`config.mk`:
```
export PLATFORM = sky130hd
export DESIGN_NAME = dmem_arbiter
export DESIGN_NICKNAME = d
export VERILOG_FILES = /design/src/rtl/dmem_arbiter.sv
export SDC_FILE = /design/constraint.sdc
export NUM_CORES = 1
export LEC_CHECK = 0
export ABC_AREA = 1
export BUFFER_PORTS_ARGS = -buffer_cell sky130_fd_sc_hd__buf_2
export CORE_ASPECT_RATIO = 1.25
export CORE_MARGIN = 5
export CORE_UTILIZATION = 42
export CTS_CLUSTER_DIAMETER = 80
export DETAILED_ROUTE_END_ITERATION = 8
export MAX_ROUTING_LAYER = met4
export PLACE_DENSITY_LB_ADDON = 0.3
export SKIP_LAST_GASP = 1
export SYNTH_ARGS = -nofsm -noshare
export SYNTH_HDL_FRONTEND = slang
export SYNTH_SLANG_ARGS = --single-unit
```
`constraint.sdc`:
```
create_clock -name clk -period 1.3 [get_ports clk]
set_input_delay 0.39 -clock clk [delete_from_list [all_inputs] [get_ports clk]]
set_output_delay 0.39 -clock clk [all_outputs]
set_load 0.01 [all_outputs]
```
`src/rtl/dmem_arbiter.sv`:
```
// Two-port round-robin arbiter in front of a fixed-latency data memory; done pulses LAT+1 cycles after the grant.
// Backpressure: a port holds req until its done pulse, and the CPU is stalled until then.
module dmem_arbiter #(
    parameter int ADDR_W = 32,
    parameter int DATA_W = 32,
    parameter int LAT    = 2
) (
    input  logic              clk,
    input  logic              reset,
    input  logic              cpu_req,
    input  logic              cpu_we,
    input  logic [ADDR_W-1:0] cpu_addr,
    input  logic [DATA_W-1:0] cpu_wdata,
    output logic              cpu_stall,
    output logic              cpu_done,
    output logic [DATA_W-1:0] cpu_rdata,
    input  logic              ext_req,
    input  logic              ext_we,
    input  logic [ADDR_W-1:0] ext_addr,
    input  logic [DATA_W-1:0] ext_wdata,
    output logic              ext_done,
    output logic [DATA_W-1:0] ext_rdata,
    output logic              mem_re,
    output logic              mem_we,
    output logic [ADDR_W-1:0] mem_addr,
    output logic [DATA_W-1:0] mem_wdata,
    input  logic [DATA_W-1:0] mem_rdata
);

    localparam logic [0:0] IDLE = 1'b0;
    localparam logic [0:0] BUSY = 1'b1;
    localparam logic [3:0] CNT_INIT = 4'(LAT - 1);

    logic [0:0]        state;
    logic [3:0]        cnt;
    logic              owner;
    logic              last_owner;
    logic              lat_we;
    logic [ADDR_W-1:0] lat_addr;
    logic [DATA_W-1:0] lat_wdata;

    logic cpu_eff;
    logic ext_eff;
    logic grant_sel;

    // A port is masked in its own done cycle so the finished request is not re-granted.
    always_comb begin
        cpu_eff   = cpu_req & ~cpu_done;
        ext_eff   = ext_req & ~ext_done;
        grant_sel = (cpu_eff & ext_eff) ? ~last_owner : ext_eff;
    end

    always_ff @(posedge clk) begin
        if (reset) begin
            state      <= IDLE;
            cnt        <= 4'd0;
            owner      <= 1'b0;
            last_owner <= 1'b1;
            cpu_done   <= 1'b0;
            ext_done   <= 1'b0;
            cpu_rdata  <= '0;
            ext_rdata  <= '0;
            lat_we     <= 1'b0;
            lat_addr   <= '0;
            lat_wdata  <= '0;
        end else begin
            cpu_done <= 1'b0;
            ext_done <= 1'b0;
            case (state)
                IDLE: begin
                    if (cpu_eff | ext_eff) begin
                        owner     <= grant_sel;
                        lat_we    <= grant_sel ? ext_we    : cpu_we;
                        lat_addr  <= grant_sel ? ext_addr  : cpu_addr;
                        lat_wdata <= grant_sel ? ext_wdata : cpu_wdata;
                        cnt       <= CNT_INIT;
                        state     <= BUSY;
                    end
                end
                BUSY: begin
                    if (cnt == 4'd0) begin
                        if (!lat_we) begin
                            if (owner) ext_rdata <= mem_rdata;
                            else       cpu_rdata <= mem_rdata;
                        end
                        if (owner) ext_done <= 1'b1;
                        else       cpu_done <= 1'b1;
                        last_owner <= owner;
                        state      <= IDLE;
                    end else begin
                        cnt <= cnt - 4'd1;
                    end
                end
                default: state <= IDLE;
            endcase
        end
    end

    always_comb begin
        mem_re    = (state == BUSY) & ~lat_we;
        mem_we    = (state == BUSY) & lat_we;
        mem_addr  = lat_addr;
        mem_wdata = lat_wdata;
        cpu_stall = cpu_req & ~cpu_done;
    end

endmodule

```
==> flow_summary.toml, run 1 <==
[placement]
post-place-cells = 1427
place_congestion = 0.8119
port_buffers = 298
dpl.hpwl_um = 14260
placed_cell_area_um2 = 8244

[floorplan]
fp.dieW_um = 120.8
num_rows = 50
coreArea_um2 = 15010
ios = 299
start_util = 0.4292
die_y_um = 148.5
dieArea_um2 = 17930

[clock_tree]
ctsRootBufferMaster = "clkbuf_16"
cts_tree = "built"
cts_made_buffers = 17
cts.clk_slew.worst_paths_ps = 60
cts_buffer_depth = 2
clk_latency_ps = 420
htree_levels = 4
clkSinkCount = 138
hold_buffers = 0

[timing]
max_freq_mhz = 658.6
slew_headroom = 0.7427
finalHoldViolations = 0
fin_skew_ps = 8.416
tightest_slew_ps = 385.9
setup_ws_ps = -218.5
min_period_ps = 1518
setup_viol = 131
finalMaxSlewViolations = 0
post-route-period-util = 1.168
whs_ps = 224.3
rsz0062_at_grt = "yes"

[route]
wirelength_um = 25410
wl_per_cell_um = 16.76
vias = 7744
vias_per_cell = 5.108
drcViolationCount = 0
dr.pass1.iters = 5
dr.first_iter.drc_count = 517
ant_nets = 0

[cells_and_area]
fin_nets = 1484
nFillCells = 1150
instances_no_fill = 1516
syn2layout_area_growth_pct = 69.05
drive_gt1_frac = 0.5090
final_util = 0.7255
multi_input_area_um2 = 3184
design_area_um2 = 10890
regArea_um2 = 2917

[power]
leakagePower_nw = 5.718
peakVddDrop_mv = 0.9121
power_density_nw_per_um2 = 1323

[global_route]
grt_max_degree = 67
antenna_found_initial = 3
grt_overflow_total = 0
first_global_vias = 6934
grt_use_total = 0.2494
grt_pass1_wl_um = 34320

[setup_path]
crit_required_ps = 1660
startpoint_type = "flop"
cp.arrival_ps = 1880
slowest_stage = "dfxtp_2"
crit_type = "reg -> reg"
cp_cell_sequence = "inv_2, nand2_4, buf_4, buf_6, nand2_4, nand2_8, buf_12, clkbuf_16, a21oi_1, nand2_1, inv_1"
path_buf_inv = 6
reg2reg_depth = 11
crit_fanout = 7
slowest_delay_ps = 330
crit_cells = 11
cpLargestDelayFamily = "buffers and inverters"
crit_path_frequent_cell = "nand2_4"
end_kind = "flop"

[logic_synthesis]
syn_inst = 978
synth.net_count = 1145
ys_seq_elements = 138
avgSynthCellArea_um2 = 6.589
ys_types = 20
yosysSeqAreaShare = 0.4287
yosys_warnings = 0
synth_area_um2 = 6444

[outcome]
outcome = "finished with violations"
failed_checks = "setup timing"

[job]
maxCapViolations = 0

[worst_hold_path]
hp-class = "in -> reg"
min_path_cells = 3
[synth_stat cells]
master | instances | area share
a21oi_1 | 71 | 0.055
inv_2 | 5 | 0.0029
nand3_1 | 139 | 0.11
nor3_1 | 1 | 0.00078
clkbuf_1 | 19 | 0.011
nor2_1 | 131 | 0.076
o21ai_0 | 30 | 0.023
inv_1 | 175 | 0.10
dfxtp_1 | 138 | 0.43
buf_6 | 7 | 0.012
nand2_2 | 4 | 0.0039
nand4_1 | 33 | 0.032
nor2_2 | 1 | 0.00097
buf_1 | 3 | 0.0017
xor2_1 | 1 | 0.0014
ha_1 | 1 | 0.0019
nor3_4 | 1 | 0.0025
buf_2 | 39 | 0.030
o21ai_1 | 3 | 0.0023
nand2_1 | 176 | 0.10
[logic make-up (layout without fill, tap and decap cells)]
logic type / Yosys count / count (layout) / synth area share
buffers and inverters: 248 / 600 / 0.1602
AND/OR/NAND/NOR: 486 / 486 / 0.3270
XOR/XNOR: 1 / 1 / 0.001359
AO/OA/AOI/OAI: 104 / 104 / 0.08078
flip-flops: 138 / 138 / 0.4287
adder cells (fa/ha/maj): 1 / 1 / 0.001941
other: 0 / 4 / 0
[layout by cell type (no fill, tap or decap), types with 3 or more instances in the layout]
| cell | netlist | layout |
|---|---|---|
| a21oi_1 | 71 | 35 |
| a21oi_2 | 0 | 33 |
| a21oi_4 | 0 | 3 |
| buf_12 | 0 | 20 |
| buf_16 | 0 | 8 |
| buf_2 | 39 | 236 |
| buf_4 | 0 | 35 |
| buf_6 | 7 | 72 |
| buf_8 | 0 | 5 |
| clkbuf_16 | 0 | 29 |
| clkinv_4 | 0 | 5 |
| clkinvlp_4 | 0 | 3 |
| dfxtp_1 | 138 | 19 |
| dfxtp_2 | 0 | 117 |
| diode_2 | 0 | 4 |
| inv_1 | 175 | 166 |
| inv_2 | 5 | 9 |
| nand2_1 | 176 | 168 |
| nand2_2 | 4 | 6 |
| nand2_4 | 0 | 4 |
| nand3_1 | 139 | 132 |
| nand3_2 | 0 | 7 |
| nand4_1 | 33 | 33 |
| nor2_1 | 131 | 92 |
| nor2_2 | 1 | 31 |
| nor2_4 | 0 | 9 |
| o21ai_1 | 3 | 4 |
| o21ai_2 | 0 | 26 |
[worst paths after layout]
path                                                 from                    endpoint  slack [ps]
worst max-delay path                  cpu_done$_SDFF_PP0_  mem_wdata[30]$_SDFFE_PP0P_        -220
worst min-delay path                         mem_rdata[4]   cpu_rdata[4]$_SDFFE_PP0P_         220
worst max register to register        cpu_done$_SDFF_PP0_  mem_wdata[30]$_SDFFE_PP0P_        -220
worst min register to register  ext_rdata[4]$_SDFFE_PP0P_   ext_rdata[4]$_SDFFE_PP0P_         470
[timing repair]
action                     4_1_cts  5_1_grt
gates resized for setup        177      257
pin swaps                       35       22
setup endpoints to repair      128      230
cloned                          10       14
buffers inserted                17       19
[flip-flops by register name, indices dropped and copies added, names as in the netlist]
register and cells:
cnt 4, mem_addr 32, cpu_rdata 32, state 1, owner 1, ext_rdata 32
lat_we 1, mem_wdata 32, last_owner 1, cpu_done 1, ext_done 1
[cell type report]
type                            count  area share
Inverter                          180     0.06570
Clock buffer                       19     0.04066
Clock inverter                     13     0.01332
Multi-Input combinational cell    592      0.2923
Timing Repair Buffer              388      0.2984
Tap cell                          182     0.02091
Antenna cell                        4   0.0009189
Sequential cell                   138      0.2677
[where the power goes]
| group | switching [mW] | leakage (nW) | internal [mW] | total [mW] |
|---|---|---|---|---|
| Sequential | 0.292 | 1.18 | 4.76 | 5.05 |
| Combinational | 2.38 | 4.26 | 2.20 | 4.58 |
| Clock | 1.89 | 0.280 | 2.88 | 4.78 |
| Total | 4.56 | 5.72 | 9.85 | 14.4 |
[metal layers]
metal | GRT usage | wire [um] | vias to the layer above
met2 | 0.4313 | 13380 | 348
met4 | 0.1196 | 945 | 0
met3 | 0.06428 | 1841 | 70
met5 | - | 0 | -
met1 | 0.2649 | 9235 | 3597
li1 | - | - | 3729
[stage by stage]
| step | setup TNS [ps] | worst slack [ps] | power (mW) |
|---|---|---|---|
| 2_1_floorplan | 0 | 8.287 | 6.789 |
| 3_3_place_gp | -6917 | -126.7 | 8.076 |
| 3_5_place_dp | -10430 | -169.7 | 8.101 |
| 4_1_cts | -7207 | -227.1 | 13.53 |
| 5_1_grt | -23960 | -278.7 | 15.11 |
| 6_report | -15030 | -218.5 | 14.41 |
[worst reg2reg max path, stage by stage, from the launching register on]
cell       delay (ps)
dfxtp_2           330
inv_2              80
nand2_4            50
buf_4             130
buf_6             110
nand2_4            70
nand2_8            80
buf_12            160
clkbuf_16         170
a21oi_1           160
nand2_1            70
inv_1              50
No activity file was read; power rests on OpenSTA's default activity.
==> inputs of run 2 (changes only) <==
- clock period: 1.3 -> 1.26 ns (I/O delays scaled with it)
==> flow_summary.toml, run 2 (synthesis results as in run 1) <==
[route]
dr.pass1.iters = 5
wl_per_cell_um = 20.23
wirelength_um = 31500
vias_per_cell = 5.389
dr.first_iter.drc_count = 805
vias = 8391
drcViolationCount = 0
ant_nets = 0

[setup_path]
cp.arrival_ps = 1870
ff2ff_setup_slack_ps = -310
path_buf_inv = 6
crit_required_ps = 1560
startpoint_type = "flop"
end_kind = "flop"
slowest_delay_ps = 340
crit_fanout = 5
crit_type = "reg -> reg"
cp_cell_sequence = "inv_2, buf_4, buf_6, nand3_4, nand2_4, buf_12, clkbuf_16, nand2_2, nand3_1, nand2_1, inv_1"
slowest_stage = "dfxtp_2"
cpLargestDelayFamily = "buffers and inverters"

[floorplan]
coreArea_um2 = 15010
dieArea_um2 = 17930
ios = 299
start_util = 0.4292
die_y_um = 148.5
fp.dieW_um = 120.8
num_rows = 50

[outcome]
failed_checks = "setup timing"
outcome = "finished with violations"

[global_route]
first_global_vias = 7503
antenna_found_initial = 2
grt_overflow_total = 0
grt_max_degree = 73
grt_pass1_wl_um = 37200
grt_use_total = 0.2697

[clock_tree]
clk_latency_ps = 420
htree_levels = 4
cts.clk_slew.worst_paths_ps = 70
hold_buffers = 0
cts_buffer_depth = 2
clkSinkCount = 138
cts_made_buffers = 17
cts_tree = "built"
ctsRootBufferMaster = "clkbuf_16"

[power]
leakagePower_nw = 6.154
power_density_nw_per_um2 = 1319
peakVddDrop_mv = 0.8816

[timing]
finalHoldViolations = 0
min_period_ps = 1565
setup_viol = 150
slew_headroom = 0.6834
post-route-period-util = 1.242
setup_ws_ps = -305.0
tightest_slew_ps = 474.9
finalMaxSlewViolations = 0
fin_skew_ps = 19.76
max_freq_mhz = 639.0
rsz0062_at_grt = "yes"

[cells_and_area]
regArea_um2 = 2964
multi_input_area_um2 = 3690
design_area_um2 = 12150
fin_nets = 1529
final_common_cell = "buf_2"
mostFrequentLayoutCells = "169 x buf_2, 166 x inv_1, 152 x nand2_1, 142 x buf_6, 119 x dfxtp_2"
drive_gt1_frac = 0.5863
nFillCells = 896
syn2layout_area_growth_pct = 88.62

[job]
maxCapViolations = 0

[placement]
place_ws_ps = -176.2
placed_cell_area_um2 = 8259
place_congestion = 0.8979
port_buffers = 298
dpl.hpwl_um = 14640

[worst_hold_path]
hp-class = "in -> reg"
run 2: cell count changes in the layout (fill, tap and decap cells not counted), moves of 14 or more:
cell     before  now
a21oi_1      35   19
buf_2       236  169
buf_4        35   79
buf_6        72  142
dfxtp_1      19    5
nand2_1     168  152
nand3_1     132   99
nand3_2       7   34
nor2_1       92   63
nor2_4        9   39
o21ai_1       4   18
o21ai_2      26    6
run 2: per-stage QoR:
| step | total power [mW] | TNS [ps] | util | std cells | hold WS [ps] |
|---|---|---|---|---|---|
| 6_report | 16.03 | -19210 | 0.8095 | 1557 | 224.8 |
| 5_1_grt | 16.63 | -28910 | 0.8095 | 1557 | 228.0 |
| 4_1_cts | 14.38 | -11990 | 0.6858 | 1488 | 203.5 |
| 3_5_place_dp | 8.366 | -10260 | 0.5501 | 1424 | 467.4 |
| 3_3_place_gp | 8.327 | -6548 | 0.5501 | 1424 | 456.2 |
| 2_1_floorplan | 7.031 | 0 | - | 978 | 429.7 |
run 2: tightest hold or removal path: stages:
cell,delay (ps)
buf_2,100
o21ai_2,60
nor2_2,70
run 2: where the power goes:
group          internal, mW  switching, mW  total [mW]
Combinational          2.79           2.94        5.73
Clock                  3.05           1.93        4.98
Sequential             4.92          0.401        5.32
run 2: layer usage:
layer,vias to the layer above,wire [um],share of wire,track usage
met2,548,16280,0.52,0.4747
met5,-,0,0,-
li1,3808,-,-,-
met1,3885,10590,0.34,0.2883
met3,150,2650,0.084,0.06010
met4,0,1969,0.063,0.1224
run 2: worst paths after layout:
check	start	end	depth (start not counted)
worst max register to register	cpu_done$_SDFF_PP0_	mem_wdata[26]$_SDFFE_PP0P_	11
worst min register to register	ext_rdata[18]$_SDFFE_PP0P_	ext_rdata[18]$_SDFFE_PP0P_	2
worst max-delay path	cpu_done$_SDFF_PP0_	mem_wdata[26]$_SDFFE_PP0P_	11
worst min-delay path	mem_rdata[20]	cpu_rdata[20]$_SDFFE_PP0P_	3
run 2: layout make-up:
class / count / area share
Timing Repair Buffer: 433 / 0.3278
Tap cell: 182 / 0.01874
Clock inverter: 7 / 0.007618
Multi-Input combinational cell: 592 / 0.3036
Sequential cell: 138 / 0.2439
Inverter: 180 / 0.05868
Clock buffer: 23 / 0.03932
Antenna cell: 2 / 0.0004118
run 2: what timing repair did:
action | 4_1_cts | 5_1_grt
gates resized for setup | 295 | 327
pin swaps | 39 | 60
gates cloned | 14 | 11
setup endpoints to repair | 243 | 260
buffers inserted | 23 | 67
==> inputs of run 3 (changes only) <==
- PLACE_DENSITY: not set -> 0.76
- PLACE_DENSITY_LB_ADDON: 0.3 -> not set
==> flow_summary.toml, run 3 (synthesis results as in run 1) <==
[timing]
finalMaxSlewViolations = 0
setup_viol = 182
finalHoldViolations = 0
min_period_ps = 1577
setup_tns_ps = -19270
fin_skew_ps = 14.11
whs_ps = 226.7
setup_ws_ps = -316.6
max_freq_mhz = 634.3
post-route-period-util = 1.251
slew_headroom = 0.7412
tightest_slew_ps = 388.1
rsz0062_at_grt = "yes"

[global_route]
grt_max_degree = 64
grt_overflow_total = 0
grt.met2_usage = 0.4467
grt.busiest_layer = "met2"
first_global_vias = 7437
antenna_found_initial = 0
grtUsageMet1 = 0.2832
grt_use_total = 0.2562
grt_pass1_wl_um = 35860
grtUsageMet3 = 0.05249

[setup_path]
crit_fanout = 7
crit_cells = 10
cp_cell_sequence = "inv_2, buf_4, nand3_4, buf_12, nand2_8, buf_8, nand2_1, nand3_1, nand2_1, inv_1"
crit_path_frequent_cell = "nand2_1"
worstSetupEndpoint = "mem_addr[11]$_SDFFE_PP0P_"
ff2ff_setup_slack_ps = -320
path_buf_inv = 5
end_kind = "flop"
cp.arrival_ps = 1940
reg2reg_depth = 10
crit_type = "reg -> reg"
cpLargestDelayFamily = "buffers and inverters"
r2r_end = "mem_addr[11]$_SDFFE_PP0P_"
crit_required_ps = 1630
slowest_stage = "dfxtp_2"
startpoint_type = "flop"
r2r-start = "cpu_done$_SDFF_PP0_"
slowest_delay_ps = 340
startpoint = "cpu_done$_SDFF_PP0_"

[route]
wl_per_cell_um = 21.84
dr.pass1.iters = 5
wirelength_um = 34120
dr.first_iter.drc_count = 1034
drcViolationCount = 0
ant_nets = 0
vias_per_cell = 5.676
vias = 8866

[cells_and_area]
drive_gt1_frac = 0.5635
regArea_um2 = 2974
syn2layout_area_growth_pct = 88.74
multi_input_area_um2 = 3541
final_common_cell = "buf_2"
final_util = 0.8100
nFillCells = 756
mostFrequentLayoutCells = "169 x buf_2, 167 x inv_1, 141 x nand2_1, 141 x buf_6, 115 x dfxtp_2"
fin_nets = 1533

[clock_tree]
clk_latency_ps = 430
clkSinkCount = 138
cts_tree = "built"
cts.clk_slew.worst_paths_ps = 70
htree_levels = 4
cts_buffer_depth = 2
hold_buffers = 0
ctsRootBufferMaster = "clkbuf_16"
cts_made_buffers = 17

[floorplan]
start_util = 0.4292
fp.dieW_um = 120.8
die_y_um = 148.5
num_rows = 50
dieArea_um2 = 17930
ios = 299
coreArea_um2 = 15010

[placement]
port_buffers = 298
place_congestion = 0.8746
place_ws_ps = -154.6
dpl.hpwl_um = 15020

[outcome]
failed_checks = "setup timing"
outcome = "finished with violations"

[power]
peakVddDrop_mv = 0.9491
power_density_nw_per_um2 = 1334
leakagePower_nw = 6.268

[job]
maxCapViolations = 0

[worst_hold_path]
hp-class = "in -> reg"
[run 3: routing by layer]
layer,routed length [um],vias to the layer above
li1,-,3827
met1,10900,4025
met2,16640,753
met3,3545,261
met4,3036,0
met5,0,-
[run 3: how the worst min path moves through the flow]
stage | start | end | cells past startpoint | slack (ps)
2_1_floorplan | last_owner$_SDFFE_PP1P_ | last_owner$_SDFFE_PP1P_ | 2 | 430
3_3_place_gp | ext_rdata[22]$_SDFFE_PP0P_ | ext_rdata[22]$_SDFFE_PP0P_ | 2 | 460
3_5_place_dp | ext_rdata[27]$_SDFFE_PP0P_ | ext_rdata[27]$_SDFFE_PP0P_ | 2 | 470
4_1_cts | mem_rdata[15] | cpu_rdata[15]$_SDFFE_PP0P_ | 3 | 200
5_1_grt | mem_rdata[16] | cpu_rdata[16]$_SDFFE_PP0P_ | 3 | 220
6_report | mem_rdata[8] | cpu_rdata[8]$_SDFFE_PP0P_ | 3 | 230
[run 3: repair_timing]
| item | in CTS | in global routing |
|---|---|---|
| gates resized for setup | 315 | 278 |
| buffers inserted | 19 | 59 |
| pin swaps | 21 | 51 |
| endpoints found under the setup margin | 198 | 254 |
| cloned | 7 | 23 |
[run 3: through the flow]
stage                     power, mW  std cells  cell area [um^2]
after CTS                     14.38       1485             10280
after global routing          16.73       1561             12160
after floorplan               7.031        978              6466
final                         16.22       1562             12160
after global placement        8.354       1431              8312
after detailed placement      8.398       1431              8312
[run 3: cell type report]
type	count	share of cell area
well taps	182	0.01872
multi-input cells	593	0.2912
flip-flops and latches	138	0.2445
repair buffers	436	0.3371
inverters	180	0.05885
diodes	1	0.0002058
clock inverters	13	0.01296
clock buffers	19	0.03642
[run 3: worst reg2reg max path, stage by stage, from the launching register on]
cell and delay (ps):
dfxtp_2 340, inv_2 70, buf_4 120, nand3_4 200, buf_12 220, nand2_8 80
buf_8 160, nand2_1 80, nand3_1 100, nand2_1 80, inv_1 80
[run 3: power breakdown]
group / switching [mW] / internal, mW / total, mW
sequential: 0.405 / 4.90 / 5.31
clock: 2.16 / 3.02 / 5.18
combinational: 2.94 / 2.79 / 5.73
total: 5.50 / 10.7 / 16.2
